`src/rtl/unary_stream_encoder.sv`:
```
`default_nettype none
// ============================================================================
//  Module      : unary_stream_encoder
//  Description : Binary-to-unary converter. Latches a WIDTH-bit value and
//                emits it as a 1-bit stream over a frame of 2^WIDTH cycles
//                containing exactly `value` ones. MODE 0 emits ones first
//                (thermometer); MODE 1 compares against the bit-reversed
//                frame counter for a low-discrepancy spread of the ones.
//  Revision    : 1.0 - initial release
// ============================================================================
module unary_stream_encoder #(
  parameter int WIDTH = 7,
  parameter int MODE  = 0
) (
  input  logic             clock,
  input  logic             reset,        // asynchronous, active-low
  input  logic             io_in_valid,
  output logic             io_in_ready,
  input  logic [WIDTH-1:0] io_in_bits,
  output logic             io_out,
  output logic             io_out_valid,
  output logic             io_out_last,
  output logic             io_busy
);

  // Final frame index, N-1 (all ones over WIDTH bits).
  localparam logic [WIDTH-1:0] c_last = '1;

  typedef enum logic [0:0] {
    ST_IDLE = 1'b0,
    ST_RUN  = 1'b1
  } state_t;

  state_t           r_state;
  state_t           w_state_nxt;
  logic [WIDTH-1:0] r_cnt;
  logic [WIDTH-1:0] w_cnt_nxt;
  logic [WIDTH-1:0] r_val;
  logic [WIDTH-1:0] w_val_nxt;

  logic w_running;
  logic w_at_last;
  logic w_accept;
  logic w_cmp;

  assign w_running = (r_state == ST_RUN);
  assign w_at_last = w_running && (r_cnt == c_last);

  // Ready in idle, and on the final cycle of a frame so the next frame can
  // follow with no gap. Purely a decode of state; never looks at valid.
  assign io_in_ready = (r_state == ST_IDLE) || w_at_last;
  assign w_accept    = io_in_valid && io_in_ready;

  // State, counter and latched value registers; reset aborts any frame.
  always_ff @(posedge clock or negedge reset) begin
    if (!reset) begin
      r_state <= ST_IDLE;
      r_cnt   <= '0;
      r_val   <= '0;
    end else begin
      r_state <= w_state_nxt;
      r_cnt   <= w_cnt_nxt;
      r_val   <= w_val_nxt;
    end
  end

  // Next-state logic: start on accept, count through the frame, and either
  // chain straight into a new frame or drop back to idle at the last index.
  always_comb begin
    w_state_nxt = r_state;
    w_cnt_nxt   = r_cnt;
    w_val_nxt   = r_val;
    case (r_state)
      ST_IDLE: begin
        if (w_accept) begin
          w_state_nxt = ST_RUN;
          w_cnt_nxt   = '0;
          w_val_nxt   = io_in_bits;
        end
      end
      ST_RUN: begin
        if (r_cnt == c_last) begin
          w_cnt_nxt = '0;
          if (w_accept) begin
            w_state_nxt = ST_RUN;
            w_val_nxt   = io_in_bits;
          end else begin
            w_state_nxt = ST_IDLE;
          end
        end else begin
          w_cnt_nxt = r_cnt + 1'b1;
        end
      end
      default: begin
        w_state_nxt = ST_IDLE;
        w_cnt_nxt   = '0;
      end
    endcase
  end

  // Stream comparator. Bit reversal is a permutation of 0..N-1, so both
  // modes produce exactly r_val ones per frame.
  generate
    if (MODE == 1) begin : g_mode_lowdisc
      logic [WIDTH-1:0] w_rev;
      // Reverse the counter bits to spread the ones evenly over the frame.
      always_comb begin
        w_rev = '0;
        for (int i = 0; i < WIDTH; i++) begin
          w_rev[i] = r_cnt[WIDTH-1-i];
        end
      end
      assign w_cmp = (w_rev < r_val);
    end else begin : g_mode_thermo
      assign w_cmp = (r_cnt < r_val);
    end
  endgenerate

  // Outputs decode registered state only, so they carry no input-path glitches.
  assign io_out       = w_running && w_cmp;
  assign io_out_valid = w_running;
  assign io_busy      = w_running;
  assign io_out_last  = w_at_last;

endmodule
`default_nettype wire

```
`config.mk`:
```
export PLATFORM = sky130hd
export DESIGN_NAME = unary_stream_encoder
export DESIGN_NICKNAME = d
export VERILOG_FILES = /design/src/rtl/unary_stream_encoder.sv
export SDC_FILE = /design/constraint.sdc
export NUM_CORES = 1
export LEC_CHECK = 0
export ABC_AREA = 1
export CAP_MARGIN = 20
export CORE_MARGIN = 2
export CORE_UTILIZATION = 55
export CTS_BUF_LIST = sky130_fd_sc_hd__clkbuf_4 sky130_fd_sc_hd__clkbuf_8
export CTS_CLUSTER_DIAMETER = 60
export DETAILED_ROUTE_END_ITERATION = 6
export HOLD_SLACK_MARGIN = 0.03
export PLACE_DENSITY = 0.93
export SKIP_LAST_GASP = 1
export SLEW_MARGIN = 25
export SYNTH_ARGS = -nofsm -noshare
export SYNTH_HDL_FRONTEND = slang
export SYNTH_SLANG_ARGS = --single-unit
```
`constraint.sdc`:
```
create_clock -name clock -period 2.79 [get_ports clock]
set_clock_uncertainty 0.15 [all_clocks]
set_input_delay 0.558 -clock clock [delete_from_list [all_inputs] [get_ports clock]]
set_output_delay 0.558 -clock clock [all_outputs]
set_load 0.03 [all_outputs]
```
Word level (Yosys, flattened, before mapping) --
Cells that the tools add are included.
Word-level totals: flip-flop bits (word level) 15, bits of input ports 10, word-level logic and storage cells 22
Cells by class: $add $sub $neg 1, order comparisons 1, equal/unequal tests 3, muxes and demuxes 9, bitwise gates (word level) 1, reductions and logical operators 4
Operators by type and width (count):
- $mux W7 | 4
- $pmux W7 S2 | 2
- $add A7 B1 Y7 const B | 1
- $eq A7 B7 Y1 const B | 1
- $lt A7 B7 Y1 | 1
- $logic_and A1 B1 Y1 | 3
- $mux W1 | 2
- $ne A2 B1 Y1 const B | 1
- $ne A2 B2 Y1 const B | 1
- $pmux W1 S2 | 1
- $logic_or A1 B1 Y1 | 1
- $not A1 Y1 | 1

Logic depth before layout (Yosys ltp) --
Gate-level depths: netlist of the first run.
word-level depth 7, gate-level depth with buffers 8

Worst setup path before layout of the first run --
OpenSTA, ideal clock, no wires.
kind reg2out, start reg r_state, in the netlist io_busy, end out io_out, data arrival time 1420 ps, required time 2082 ps, path slack 662 ps, cell stages (with the launch flop) 6, cell sequence dfrtp_1 > buf_2 > inv_1 > nor2_1 > nand4_1 > nor2_1
Between the ends: longest elaborated chain between the ends 1
Ends and longest elaborated chain:
- start: declaration | RTL line 34 | state_t r_state;
- start signal: assignment | RTL line 61 | r_state <= w_state_nxt;
- $logic_and A1 B1 Y1 | RTL line 120 | assign io_out = w_running && w_cmp;
- end: declaration | RTL line 20 | output logic io_out,
No other way between the ends.

Final worst setup path of the first run --
start reg r_cnt[6], end out io_out
Between the ends: longest elaborated chain between the ends 2
Ends and longest elaborated chain:
- start: declaration | RTL line 36 | logic [WIDTH-1:0] r_cnt;
- start signal: assignment | RTL line 62 | r_cnt <= w_cnt_nxt;
- $lt A7 B7 Y1 | RTL line 115 | assign w_cmp = (r_cnt < r_val);
- $logic_and A1 B1 Y1 | RTL line 120
No other way between the ends.

==> impl_results.md, run 1 <==
* Clock Latency Late Sink at 0.27 ns
* First-pass GRT wire length at 2.96 mm
* Die Span Y at 44.2 um
* Top cell types by occurrence after synthesis: nand2_1 (32), dfrtp_1 (15), inv_1 (15), nand3_1 (15), ha_1 (7)
* N_diodes at 0
* Final setup fails at 0
* GP Congestion at 0.802
* Min-delay src: r_val[2]
* Cts bufs inserted at 3
* Reg2reg setup slack at 1.16 ns
* Setup TNS at 0 ns
* Cells after Synth at 112
* RSZ-0062 raised after global routing: no
* Nature of the critical path endpoint: output pin
* Yosys reg bits at 15
* Cell with the most instances after synthesis: nand2_1
* TritonCTS clock tree: done
* Drt drc at 0
* Ys async rst share at 100%
* Dpl cells at 139
* YS warnings at 0
* H-tree Lvls at 1
* Max Transition Viols Final at 0
* Initial DRC count at 16
* Vias after detailed routing at 742
* Ys flop type: dfrtp_1
* Endpoints failing hold at 0
* Setup CP Type: reg -> out
* Layout cells sized above 1 at 8.66%
* Post-Syn Nets at 129
* Post CTS Setup Buffer Count at 0
* Cts repair resizes at 1
* Largest net degree at the start of global routing at 16
* Cts hold-fix bufs at 0
* Vias per cell at 5.19
* Required time worst endpoint at 2.08 ns
* Sequential share of the synthesized area at 42.3%
* GRT Residual Overflow at 0
* Pleak at 0.000571 uW
* Worst Hold Path EP: r_val[2]
* Worst setup SP type: register
* PortBufs at 14
* Die X at 44.2 um
* Initial antenna violation count at 0
* CTS clock-pin slew for the worst setup and hold paths at 0.09 ns
* Full die area at 1950 um2
* Yosys top cell by area: dfrtp_1
* Clock tree root buffer cell: clkbuf_4
* Power density cells at 896 nW/um2
* Number of synthesized flops with an enable pin at 0
* F_max at 400 MHz
* Routed wire length at 1.65 mm
* # IOs at 15
* Top-area cell type share of the netlist area at 42.3%
* DRT antenna net count at 0
* Peak VDD IR at 0.000556 V
* Synth top area cells: dfrtp_1 (42%), nand2_1 (14%), ha_1 (9.9%)
* Rows at 14
* Nets@finish at 145
* Util after Layout at 70.3%
* Netlist Area Pre-Place at 888 um2
* Relative slew slack at 54.1%
* Worst reg2reg endpoint: r_val[0]
* RR Startpoint: r_cnt[1]
* Hold depth at 2
* Core ar. at 1510 um2
* Synth Area per Inst at 7.93 um2
* R2R depth at 8
* Synth cell types at 19
* Crit path max fanout at 3
* Critical path arrival at 1.79 ns
* Initial cell density of the core at 59.0%
* WL/cell at 11.5 um
* Period utilization at 89.5%
* Area Growth Syn to Fin at 19.2%
* Post-layout min period at 2.50 ns
* Drt first pass iters at 4
* Overall Global Routing Usage at 20.2%
* Clock sink count at 15
* Max clock buf depth at 2
* DP HPWL at 1.26 mm
* Worst hold path class: reg -> reg
* Final instance count without filler cells at 143
* Run status: complete, no violations
* Worst-Margin Slew at 0.687 ns
* # Max-Cap Violations at 0
* Vias in the first global route at 706
==> logic make-up after synthesis <==
family	count (synthesis)	share of synthesized area, %
XOR/XNOR	2	1.97
adder cells (fa/ha/maj)	7	9.86
buffers and inverters	19	9.86
AO/OA/AOI/OAI	9	5.49
AND/OR/NAND/NOR	60	30.6
flip-flops	15	42.3
==> layout make-up <==
type,instances,area [um2]
timing repair buffer,15,151
tap,16,20.0
sequential,15,375
multi-input combinational,78,425
clock buffer,4,30.0
inverter,15,56.3
fill,116,448
==> per-stage QoR <==
| stage | hold slack (ns) | setup WS [ns] | total power, uW | area (um2) |
|---|---|---|---|---|
| finish | 0.327 | 0.293 | 948 | 1060 |
| global route | 0.339 | 0.166 | 1050 | 1060 |
| CTS | 0.331 | 0.00200 | 961 | 1050 |
| detailed placement | 0.308 | 0.326 | 838 | 1020 |
| global placement | 0.305 | 0.313 | 813 | 1020 |
| floorplan | 0.112 | 0.662 | 705 | 888 |
==> where the power goes <==
| part | total, uW | switching [uW] | internal [uW] |
|---|---|---|---|
| registers | 388 | 87.9 | 300 |
| clock network | 129 | 64.5 | 65.0 |
| logic | 431 | 246 | 185 |
| total | 948 | 398 | 550 |
==> worst max-delay path: stages, from the launching register on <==
cell and delay [ns]:
dfrtp_1 0.42, ha_1 0.32, nand2_1 0.08, inv_1 0.06, nand3_1 0.07, nand4_1 0.08
nor2_1 0.09, dlygate4sd2_1 0.40
==> flip-flops by register name, summed over array words and instances (netlist names) <==
| name | flops |
|---|---|
| r_val | 7 |
| io_busy | 1 |
| r_cnt | 7 |
==> worst max path at each step <==
| stage | startpoint | to | slack [ns] | depth (start not counted) |
|---|---|---|---|---|
| finish | r_cnt[6] | io_out | 0.29 | 7 |
| global route | r_cnt[6] | io_out | 0.17 | 7 |
| CTS | r_cnt[1] | io_in_ready | 0.002 | 6 |
| detailed placement | r_cnt[0] | io_in_ready | 0.33 | 6 |
| global placement | r_cnt[2] | io_out | 0.31 | 5 |
| floorplan | io_busy | io_out | 0.66 | 5 |
==> routing by layer <==
layer	GRT usage, %	routed length [um]
met1	27.3	731
met2	33.5	825
met3	2.45	80
met4	6.67	13
met5	0	0
==> placed cells by master (no fill, tap or decap), types with 2 or more instances in the layout <==
master / n
clkbuf_4: 4
inv_1: 15
o21ai_0: 5
ha_1: 7
dfrtp_1: 15
a21oi_1: 3
nand3_1: 15
clkdlybuf4s50_1: 11
nor2_1: 6
nand2_2: 3
nand2_1: 32
dlymetal6s2s_1: 2
Power figures use the tool's default switching activity.
==> run 2: changes to the inputs <==
Settings changed: SLEW_MARGIN 25 to not set.
==> results of run 2 <==
No change in the layout: final DEF, timing and power equal those of run 1.
==> run 3: changes to the inputs <==
Settings changed: ABC_AREA 1 to not set, PLACE_DENSITY 0.93 to 0.94.
==> run 3 against run 2 <==
Net effect: fmax is 4.2% lower; utilization is 0.96 points lower; clock power is 5% higher; sequential share of layout area is 1.5 points higher; power is 16% lower; first-iteration DRC count is 19% higher; die area is 3.7% lower; sequential power is 9.0% lower; combinational power is 29% lower; critical path depth is 2 lower; global-route usage is 2.6 points higher; setup slack worse by 0.11 ns; critical path type unchanged; largest power group is now sequential cells.
==> impl_results.md, run 3 <==
* Run status: complete, no violations
* YS warnings at 0
* GP Congestion at 0.833
* Area Growth Syn to Fin at 19.7%
* Synth Area per Inst at 9.36 um2
* F_max at 384 MHz
* R2R depth at 6
* Ys flop type: dfrtp_1
* Top cell types by occurrence after synthesis: dfrtp_1 (15), o21ai_0 (12), nand3_1 (10)
* Yosys top cell by area: dfrtp_1
* CTS clock-pin slew for the worst setup and hold paths at 0.09 ns
* Clock Latency Late Sink at 0.29 ns
* Yosys reg bits at 15
* # IOs at 15
* Drt drc at 0
* Worst path depth at 5
* Post CTS Setup Buffer Count at 0
* Initial DRC count at 19
* Ys async rst share at 100%
* Relative slew slack at 53.9%
* Sum of buffers and inverters on the critical path at 1
* RSZ-0062 raised after global routing: no
* Worst-Margin Slew at 0.690 ns
* Hold depth at 1
* Layout cells sized above 1 at 10.5%
* Vias per cell at 6.00
* Clock tree root buffer cell: clkbuf_4
* Rows at 14
* Nature of the critical path endpoint: output pin
* Drt first pass iters at 5
* Period utilization at 93.5%
* Metal3 WL at 93 um
* Nets@finish at 123
* Util after Layout at 69.3%
* Initial cell density of the core at 57.9%
* DP HPWL at 1.30 mm
* Routed met1 length at 765 um
* Top Layer Used: met4
* Initial antenna violation count at 0
* Pleak at 0.000490 uW
* Clock sink count at 15
* Worst hold path class: reg -> reg
* Max Transition Viols Final at 0
* H-tree Lvls at 1
* PortBufs at 14
* Max clock buf depth at 2
* Die X at 43.4 um
* Routed wire length at 1.84 mm
* Die Span Y at 43.4 um
* Final setup fails at 0
* Post-layout min period at 2.61 ns
* Crit path max fanout at 6
* Netlist Area Pre-Place at 852 um2
* Vias after detailed routing at 726
* First-pass GRT wire length at 3.07 mm
* Required time worst endpoint at 2.08 ns
* Commonest cells after routing, fill and taps aside: dfrtp_1 (14), o21ai_0 (12), clkdlybuf4s50_1 (11)
* WL/cell at 15.2 um
* Core ar. at 1470 um2
* N_diodes at 0
* Synth cell types at 26
* DRT antenna net count at 0
* Met2 WL at 930 um
* Endpoints failing hold at 0
* Cts hold-fix bufs at 0
* Reg2reg setup slack at 0.68 ns
* Number of synthesized flops with an enable pin at 0
* Filler cell count at 117
* Cell with the most instances after synthesis: dfrtp_1
* TritonCTS clock tree: done
* # Max-Cap Violations at 0
* Synth top area cells: dfrtp_1 (44%), ha_1 (10%), o21ai_0 (7.0%)
* Worst setup SP type: register
* Post-Syn Nets at 108
* Critical path arrival at 1.90 ns
* Peak VDD IR at 0.000382 V
* Vias in the first global route at 710
* CP cell instances: ha_1, a21o_1, a21oi_1, o21a_1, dlygate4sd2_1
* Leading cell type in the layout, fill and taps excluded: dfrtp_1
* Power density cells at 780 nW/um2
* Largest stage delay, worst path at 0.45 ns
* Cells after Synth at 91
* Full die area at 1880 um2
* Overall Global Routing Usage at 22.7%
* Largest net degree at the start of global routing at 16
* Top-area cell type share of the netlist area at 44.1%
* Crit path max-delay family: flip-flops
* Setup CP Type: reg -> out
* Crit path max-delay cell type: dfrtp_1
* Setup TNS at 0 ns
* GRT Residual Overflow at 0
* Cts bufs inserted at 3
* Sequential share of the synthesized area at 44.1%
[run 3: what timing repair did]
item	4_1_cts	5_1_grt
resized for setup	1	4
setup endpoints to repair	1	2
hold endpoints to repair	0	0
[run 3: cells by family (layout without fill, tap and decap cells)]
family                   Yosys count  count (layout)  share of synthesized area [%]
multiplexers                       2               2                           2.94
adder cells (fa/ha/maj)            7               7                           10.3
flip-flops                        15              15                           44.1
AND/OR/NAND/NOR                   30              30                           18.6
AO/OA/AOI/OAI                     25              25                           16.2
buffers and inverters             12              26                           7.93
[run 3: metal layers]
layer | GRT usage [%] | up-vias
met4 | 16.4 | 0
met5 | 0 | -
li1 | - | 346
met1 | 27.6 | 344
met3 | 2.50 | 7
met2 | 37.3 | 29
[run 3: final cells by class]
type / instances / area (um2) / share of cell area, %
multi-input combinational: 64 / 412 / 40.4
clock buffer: 4 / 30.0 / 2.94
inverter: 6 / 22.5 / 2.21
sequential: 15 / 377 / 36.9
timing repair buffer: 16 / 159 / 15.6
tap: 16 / 20.0 / 1.96
[run 3: worst paths after layout]
| kind | startpoint | endpoint |
|---|---|---|
| max | r_cnt[5] | io_out |
| min | r_val[0] | r_val[0] |
| max reg2reg | r_cnt[1] | r_val[0] |
| min reg2reg | r_val[0] | r_val[0] |
| max in group asynchronous | reset | r_cnt[3] |
| min in group asynchronous | reset | r_val[5] |
[run 3: metrics by stage]
stage	setup slack, ns	cells	hold slack, ns	power, uW	cell area, um2
floorplan	0.784	91	0.112	566	852
global placement	0.273	117	0.341	642	982
detailed placement	0.245	117	0.344	661	982
CTS	0.0353	121	0.365	790	1010
global route	0.0472	121	0.390	858	1020
finish	0.183	121	0.366	795	1020
[run 3: report_power, final]
group / switching, uW / internal [uW] / total [uW]
registers: 74.9 / 278 / 353
logic: 164 / 143 / 307
clock network: 69.7 / 65.4 / 135
total: 309 / 487 / 795
[run 3: worst register-to-register path: cells and delay by family, from the launching register on]
kind	cells	cell delay [ns]
flops	1	0.45
simple gates	2	0.45
mux	1	0.33
fa+ha+maj	1	0.28
buf+inv	1	0.19
compound gates	1	0.16
